File: src/rtl/button_conditioner.sv
// Pushbutton front end: polarity fix, per-bit synchronizer, shared ms timebase,
// and an independent IDLE/CHECK debounce FSM per button with registered press/release pulses.
module button_conditioner #(
    parameter int N_BTN          = 4,
    parameter int SYNC_STAGES    = 2,
    parameter int DEBOUNCE_MS    = 20,
    parameter bit BTN_ACTIVE_LOW = 1'b0
) (
    input  logic             clk,
    input  logic             rst,
    input  logic [15:0]      ticks_per_milli,
    input  logic [N_BTN-1:0] btn_raw,
    output logic [N_BTN-1:0] btn,
    output logic [N_BTN-1:0] btn_press,
    output logic [N_BTN-1:0] btn_release
);

    typedef enum logic {
        IDLE  = 1'b0,
        CHECK = 1'b1
    } db_state_t;

    localparam logic [7:0] DB_LAST = 8'(DEBOUNCE_MS - 1);

    logic [N_BTN-1:0] raw_pol;
    logic [N_BTN-1:0] sync_q [SYNC_STAGES];
    logic [N_BTN-1:0] s;
    logic [15:0]      tick_cnt;
    logic             ms_tick;
    db_state_t        state [N_BTN];
    logic [7:0]       cnt   [N_BTN];

    // After this inversion 1 always means pressed, so reset loads 0 everywhere.
    assign raw_pol = BTN_ACTIVE_LOW ? ~btn_raw : btn_raw;

    always_ff @(posedge clk) begin
        if (rst) begin
            for (int k = 0; k < SYNC_STAGES; k++) begin
                sync_q[k] <= '0;
            end
        end else begin
            sync_q[0] <= raw_pol;
            for (int k = 1; k < SYNC_STAGES; k++) begin
                sync_q[k] <= sync_q[k-1];
            end
        end
    end

    assign s = sync_q[SYNC_STAGES-1];

    // >= rather than == so a lowered period takes effect at once instead of wrapping.
    assign ms_tick = (tick_cnt >= ticks_per_milli);

    always_ff @(posedge clk) begin
        if (rst) begin
            tick_cnt <= '0;
        end else if (ms_tick) begin
            tick_cnt <= '0;
        end else begin
            tick_cnt <= tick_cnt + 16'd1;
        end
    end

    always_ff @(posedge clk) begin
        if (rst) begin
            btn         <= '0;
            btn_press   <= '0;
            btn_release <= '0;
            for (int i = 0; i < N_BTN; i++) begin
                state[i] <= IDLE;
                cnt[i]   <= '0;
            end
        end else begin
            btn_press   <= '0;
            btn_release <= '0;
            for (int i = 0; i < N_BTN; i++) begin
                case (state[i])
                    IDLE: begin
                        cnt[i] <= '0;
                        if (s[i] != btn[i]) begin
                            state[i] <= CHECK;
                        end
                    end
                    CHECK: begin
                        // A bounce back to the accepted level wins over a coincident tick.
                        if (s[i] == btn[i]) begin
                            state[i] <= IDLE;
                            cnt[i]   <= '0;
                        end else if (ms_tick) begin
                            if (cnt[i] == DB_LAST) begin
                                btn[i]         <= s[i];
                                btn_press[i]   <= s[i];
                                btn_release[i] <= ~s[i];
                                cnt[i]         <= '0;
                                state[i]       <= IDLE;
                            end else begin
                                cnt[i] <= cnt[i] + 8'd1;
                            end
                        end
                    end
                    default: begin
                        state[i] <= IDLE;
                        cnt[i]   <= '0;
                    end
                endcase
            end
        end
    end

endmodule

File: config.mk
export PLATFORM = sky130hd
export DESIGN_NAME = button_conditioner
export DESIGN_NICKNAME = d
export VERILOG_FILES = /design/src/rtl/button_conditioner.sv
export SDC_FILE = /design/constraint.sdc
export NUM_CORES = 1
export LEC_CHECK = 0
export ABC_AREA = 1
export BUFFER_PORTS_ARGS = -buffer_cell sky130_fd_sc_hd__buf_2
export CAP_MARGIN = 20
export CORE_MARGIN = 2
export CORE_UTILIZATION = 55
export CTS_BUF_LIST = sky130_fd_sc_hd__clkbuf_2 sky130_fd_sc_hd__clkbuf_4 sky130_fd_sc_hd__clkbuf_8
export DETAILED_ROUTE_END_ITERATION = 16
export PLACE_DENSITY = 0.81
export SYNTH_ARGS = -nofsm -noshare
export SYNTH_HDL_FRONTEND = slang
export SYNTH_SLANG_ARGS = --single-unit
File: constraint.sdc
create_clock -name clk -period 3.8 [get_ports clk]
set_input_delay 0.76 -clock clk [delete_from_list [all_inputs] [get_ports clk]]
set_output_delay 0.76 -clock clk [all_outputs]
set_load 0.02 [all_outputs]
==> results of run 1 <==
[logic make-up (layout without fill, tap and decap cells)]
family,Yosys count,after routing,share of synthesized area [%]
AO/OA/AOI/OAI,26,26,3.66
AND/OR/NAND/NOR,226,226,28.9
XOR/XNOR,20,20,4.66
flip-flops,72,72,48.0
buffers and inverters,77,123,7.76
adder cells (fa/ha/maj),21,21,7.00
[through the flow]
step	cells	instance area (µm²)	setup WS (ns)	util [%]
final	568	4250	1.40	63.2
after global routing	568	4250	1.21	63.2
after CTS	568	4250	1.41	63.2
after floorplan	442	3760	1.42	-
after global placement	552	4010	1.09	59.6
after detailed placement	552	4010	1.04	59.6
[per-layer routing]
layer | vias to the layer above | GRT usage [%]
li1 | 1513 | -
met1 | 1304 | 22.6
met2 | 55 | 33.5
met3 | 14 | 6.10
met4 | 0 | 6.82
met5 | - | 0
[worst max-delay path by stage]
stage / from / endpoint / slack (ns) / cells after the start
2_1_floorplan: ticks_per_milli[7] / cnt[2][0]$_SDFFCE_PN0P_ / 1.42 / 12
3_3_place_gp: ticks_per_milli[7] / cnt[2][0]$_SDFFCE_PN0P_ / 1.09 / 13
3_5_place_dp: ticks_per_milli[5] / cnt[2][3]$_SDFFCE_PN0P_ / 1.04 / 13
4_1_cts: ticks_per_milli[7] / cnt[2][2]$_SDFFCE_PN0P_ / 1.41 / 13
5_1_grt: ticks_per_milli[7] / cnt[2][6]$_SDFFCE_PN0P_ / 1.21 / 13
6_report: ticks_per_milli[7] / cnt[2][6]$_SDFFCE_PN0P_ / 1.40 / 13
[worst max-delay path, delay by kind of cell]
kind | cells | cell delay (ns)
and+or+nand+nor | 8 | 0.90
AOI/OAI and AO/OA | 1 | 0.29
adders and majority gates | 1 | 0.28
buffers and inverters | 3 | 0.16
[placed cells by master, fill, tap and decap left out, drive strengths merged]
| cell type | Yosys | routed |
|---|---|---|
| xnor2 | 3 | 3 |
| dfxtp | 36 | 36 |
| edfxtp | 36 | 36 |
| o21ai | 6 | 6 |
| xor2 | 17 | 17 |
| ha | 21 | 21 |
| nor3b | 3 | 3 |
| nor4 | 1 | 1 |
| buf | 3 | 33 |
| nor2 | 73 | 73 |
| or2 | 9 | 9 |
| inv | 73 | 73 |
| nor3 | 14 | 14 |
| clkbuf | 0 | 10 |
| nand4 | 13 | 13 |
| nand2 | 76 | 76 |
| a21oi | 20 | 20 |
| clkinv | 1 | 4 |
| nand3 | 37 | 37 |
| bufinv | 0 | 3 |
[sequential cells by signal (all words and copies together) (netlist names)]
name and count:
tick_cnt 16, state 4, btn_press 4, sync_q 8, cnt 32, btn 4, btn_release 4
[power groups by stage]
| stage | combinational (mW) | sequential, mW | clock (mW) |
|---|---|---|---|
| 5_1_grt | 0.0793 | 0.835 | 0.761 |
| 3_5_place_dp | 0.0673 | 0.851 | 0 |
| 4_1_cts | 0.0679 | 0.834 | 0.730 |
| 6_report | 0.0671 | 0.834 | 0.718 |
| 2_1_floorplan | 0.0469 | 0.849 | 0 |
| 3_3_place_gp | 0.0646 | 0.850 | 0 |
[final cells by class]
class / count / area, µm² / area share, %
clock inverter: 6 / 108 / 2.53
timing repair buffer: 33 / 165 / 3.89
tap: 80 / 100 / 2.36
multi-input combinational: 293 / 1660 / 39.2
sequential: 72 / 1800 / 42.4
inverter: 74 / 278 / 6.54
clock buffer: 10 / 131 / 3.09
==> results_dict.tcl, run 1 <==
set metrics [dict create \
    outcome "complete, no violations" \
    rrSetupSlack_ns 1.54 \
    top_layer_used "met4" \
    slew_headroom_pct 73.0 \
    rsz0062_at_grt "no" \
    row_count 30 \
    post_cts_buffers 0 \
    detail-route-antenna-nets 0 \
    synth_edf_count 36 \
    postSynth.asyncResetShare_pct 0 \
    numCtsBuffers 9 \
    leakage_nw 1.86 \
    r2r-start "tick_cnt[0]$_SDFF_PP0_" \
    worstHoldEndpoint "sync_q[0][7]$_SDFF_PP0_" \
    cts_resized 0 \
    setup_viol 0 \
    ctsHtreeMaxLevel 3 \
    syn_nets 485 \
    grt_pass1_wl_mm 11.4 \
    vias 2886 \
    gp_congestion 0.795 \
    ys_ff_latch 72 \
    routed_via_density 5.08 \
    layout_worst_path_cycle_share_pct 63.1 \
    critical-path-max-stage-delay_ns 0.32 \
    grt-ovfl-total 0 \
    power.internal_mw 1.29 \
    cap_violations 0 \
    p_clk_share_pct 44.3 \
    clockBufferDepth 2 \
    skew_ns 0.00503 \
    drive_above_1_share_pct 15.8 \
    cts_sinks 72 \
    timing.hold.ws_ns 0.407 \
    rr_worst_depth 10 \
    initial_core_util_pct 55.9 \
    clock_latency_ns 0.34 \
    area_growth_syn_to_layout_pct 13.1 \
    synthTopCellsByArea "edfxtp_1, dfxtp_1, inv_1" \
    p_total_mw 1.62 \
    fmax_mhz 417 \
    ys_types 31 \
    worstMarginPinSlew_ns 0.404 \
    drc_errors 0 \
    min_period_ns 2.40 \
    hp-class "reg2reg" \
    ir_worst_vdd_mv 0.220 \
    seqPwrFrac_pct 51.5 \
    synthCells 442 \
    final_nets 526 \
    synth-seq-area-share_pct 48.0 \
    regToRegEndpoint "cnt[2][6]$_SDFFCE_PN0P_" \
    synth_area_leader_cell "edfxtp_1" \
    drt-initial-drc-count 160 \
    yosysWarnings 0 \
    path_class "in2reg" \
    comb_power_share_pct 4.1 \
    finalMaxSlewViolations 0 \
    antenna_cells 0 \
    holdBufCountCts 0 \
    routed_wl_mm 6.57 \
    yosys.area.top_type_share_pct 28.8 \
    totalNegativeSetupSlack_ns 0 \
    clk_pin_slew_worst_paths_ns 0.07 \
    met2_length_mm 3.26 \
    grt_max_degree 20 \
    met1_length_mm 2.88 \
    synth_ff_type "edfxtp_1" \
    grt_pass1_vias 2768 \
    wl_met3_um 305 \
    cts_tree "yes" \
    synthesis.area_um2 3760 \
    antenna_found_initial 0 \
    wl_per_cell_um 11.6 \
    start_kind "primary input" \
    slowest_stage "nand3_1" \
    hold_viol_final 0 \
    cp_max_fo 8 \
    swShare_pct 20.2 \
    syn_area_per_cell_um2 8.50 \
    min_path_cells 2 \
    dieArea_um2 7510 \
    port_buffers 33 \
    core_um2 6720 \
    cts_root_buffer "clkbuf_8" \
    io_pins 34 \
    cp_common_cell "nand2_1" \
    die_h_um 86.6 \
    dp_hpwl_mm 5.06 \
    cp-end-kind "register" \
    track_usage_pct 19.4 \
    drt_pass1_iterations 4 \
    switchingPower_uw 328 \
    die_w_um 86.6 \
    synth_common_cells "inv_1, nand2_1, nor2_1, dfxtp_1, edfxtp_1" \
    holdCritStartpoint "sync_q[0][3]$_SDFF_PP0_" \
    cp.arrival_ns 2.40 \
    cp.required_ns 3.81 \
    fill_cells 578 \
    path_cells "buf_2 -> inv_1 -> ha_1 -> nand2_1 -> inv_1 -> nand2_1 -> nor2_1 -> nor2_1 -> nand2_1 -> nand2_2 -> a21oi_2 -> nand2_1 -> nand3_1" \
    p_per_area_nw_per_um2 381 \
]
No activity file was read; power rests on OpenSTA's default activity.
==> inputs of run 2 (changes only) <==
ABC_AREA = 0   (was 1)
clock period = 2.3 ns   (was 3.8 ns; I/O delays follow)
==> run 2 against run 1 <==
Combinational power grew 130%. Worst hold slack lost 0.099 ns. Sequential cell count is the same. First-iteration DRC count grew 9.4%. Routed wire length grew 21%. Final area grew 6.6%. Largest power group unchanged.
==> results_dict.tcl, run 2 <==
set metrics [dict create \
    outcome "complete, no violations" \
    largest_register_ff_count 32 \
    mostFrequentLayoutCell "nor2_1" \
    final_cells 522 \
    critPathTopFamily "simple AND/OR/NAND/NOR gates" \
    placed_cells 505 \
    yosysWarnings 0 \
    seqPwrFrac_pct 53.8 \
    core_um2 6680 \
    synthTopCellsByArea "edfxtp_1, dfxtp_1, ha_1" \
    power.internal_mw 1.99 \
    cap_violations 0 \
    final.setup.worst_slack_ns 0.0257 \
    layout_worst_path_cycle_share_pct 98.9 \
    ir_worst_vdd_mv 0.515 \
    hold_viol_final 0 \
    routed_via_density 5.66 \
    start_kind "register" \
    die_h_um 86.6 \
    routed_wl_mm 7.94 \
    synthesis.area_um2 3750 \
    post_cts_buffers 0 \
    grt_pass1_wl_mm 12.5 \
    row_count 30 \
    p_per_area_nw_per_um2 568 \
    p_total_mw 2.57 \
    drive_above_1_share_pct 22.6 \
    hp-class "in2reg" \
    track_usage_pct 21.5 \
    rr_worst_depth 7 \
    final_cell_mix "nor2_1, edfxtp_1, buf_2, dfxtp_1" \
    detail-route-antenna-nets 0 \
    path_class "reg2reg" \
    comb_power_share_pct 5.9 \
    slew_headroom_pct 64.7 \
    slowest_stage "nor3_1" \
    cp.required_ns 2.36 \
    synth_area_leader_cell "edfxtp_1" \
    dp_slack_ns -0.221 \
    port_buffers 33 \
    leakage_nw 1.84 \
    rrSetupSlack_ns 0.03 \
    largest_registers "cnt (32), tick_cnt (16), sync_q (8)" \
    vias 2953 \
    ctsHtreeMaxLevel 3 \
    ys_types 44 \
    fmax_mhz 440 \
    initial_core_util_pct 56.1 \
    dp_hpwl_mm 5.59 \
    grt-ovfl-total 0 \
    cp_max_fo 5 \
    ys_ff_latch 72 \
    cp.arrival_ns 2.33 \
    cts_sinks 72 \
    wl_per_cell_um 15.2 \
    dieArea_um2 7490 \
    antenna_cells 0 \
    setup_viol 0 \
    min_path_cells 2 \
    syn_nets 420 \
    synth_common_cells "nor2_1, dfxtp_1, edfxtp_1, nand2_1, xor2_1" \
    postSynth.asyncResetShare_pct 0 \
    cts_root_buffer "clkbuf_8" \
    p_clk_share_pct 40.3 \
    place_area_um2 4190 \
    largest-register "cnt" \
    finalMaxSlewViolations 0 \
    yosys.area.top_type_share_pct 28.8 \
    final_cell_area_um2 4530 \
    io_pins 34 \
    clockBufferDepth 2 \
    numCtsBuffers 9 \
    grt_max_degree 32 \
    final_nets 480 \
    swShare_pct 22.6 \
    area_growth_syn_to_layout_pct 20.8 \
    clk_pin_slew_worst_paths_ns 0.07 \
    drt_pass1_iterations 5 \
    drc_errors 0 \
    synthCells 377 \
    worstMarginPinSlew_ns 0.525 \
    syn_area_per_cell_um2 9.95 \
    min_period_ns 2.27 \
    cp_num_buf_inv 1 \
    synth-seq-area-share_pct 48.0 \
    cp-end-kind "register" \
    skew_ns 0.00794 \
    switchingPower_uw 581 \
    clock_latency_ns 0.36 \
    critical-path-max-stage-delay_ns 0.43 \
    grt_pass1_vias 2824 \
    antenna_found_initial 0 \
    synth_ff_type "edfxtp_1" \
    gp_congestion 0.809 \
    cts_tree "yes" \
    yosys.cell_count.top_type "nor2_1" \
    synth_edf_count 36 \
    drt-initial-drc-count 175 \
    post-route-util_pct 67.8 \
    die_w_um 86.6 \
    crit_cells 7 \
    path_cells "ha_4 -> nand4_1 -> nor3_1 -> a211o_1 -> buf_4 -> o21ai_0 -> a31oi_1" \
]
## run 2: timing repair
action,4_1_cts,5_1_grt
cloned,0,1
pin swaps,0,8
endpoints found under the setup margin,16,70
gates resized for setup,3,20
hold buffers,0,0
## run 2: kinds of logic (layout without fill, tap and decap cells)
| logic type | after synthesis | in the layout | synth area share (%) |
|---|---|---|---|
| AO/OA/AOI/OAI | 29 | 29 | 6.04 |
| XOR/XNOR | 42 | 42 | 9.81 |
| flip-flops | 72 | 72 | 48.0 |
| AND/OR/NAND/NOR | 173 | 173 | 24.3 |
| adder cells (fa/ha/maj) | 21 | 21 | 7.01 |
| multiplexers | 4 | 4 | 1.07 |
| buffers and inverters | 36 | 101 | 3.70 |
## run 2: routing by layer
layer | vias to the layer above | global-route usage [%] | part of all wire [%]
met5 | - | 0 | 0
met1 | 1375 | 27.2 | 45
met4 | 0 | 9.09 | 1.8
met2 | 98 | 35.7 | 48
met3 | 19 | 4.67 | 4.9
li1 | 1461 | - | -
## run 2: path summary, 6_finish.rpt
kind | end | startpoint
setup / recovery | state[2]$_SDFFCE_PP0P_ | tick_cnt[14]$_SDFF_PP0_
setup reg to reg | state[2]$_SDFFCE_PP0P_ | tick_cnt[14]$_SDFF_PP0_
hold / removal | sync_q[0][1]$_SDFF_PP0_ | btn_raw[1]
hold reg to reg | sync_q[0][5]$_SDFF_PP0_ | sync_q[0][1]$_SDFF_PP0_
## run 2: worst reg2reg max path: cells and delay by family (launching register included)
family | cells | cell delay (ns)
adder cells (fa/ha/maj) | 1 | 0.26
flip-flops | 1 | 0.36
AND/OR/NAND/NOR | 2 | 0.61
AO/OA/AOI/OAI | 3 | 0.57
buffers and inverters | 1 | 0.18
## run 2: power groups by stage
stage                     logic (mW)  registers, mW  clock network (mW)
final                          0.153           1.38                1.04
after global routing           0.170           1.39                1.10
after CTS                      0.146           1.38                1.04
after detailed placement       0.144           1.41                   0
after global placement         0.138           1.41                   0
after floorplan               0.0892           1.41                   0
## run 2: layout make-up
| cell class | instances | area, µm² |
|---|---|---|
| multi-input combinational | 269 | 1900 |
| tap | 80 | 100 |
| clock inverter | 5 | 55.1 |
| inverter | 26 | 97.6 |
| clock buffer | 11 | 151 |
| fill | 500 | 2150 |
| sequential | 72 | 1810 |
| timing repair buffer | 59 | 407 |
## run 2: per-stage QoR
step                      TNS (ns)  hold slack, ns
after floorplan              -1.98           0.414
after global placement       -6.50           0.416
after detailed placement    -10.98           0.426
after CTS                        0           0.304
after global routing        -0.376           0.318
final                            0           0.308
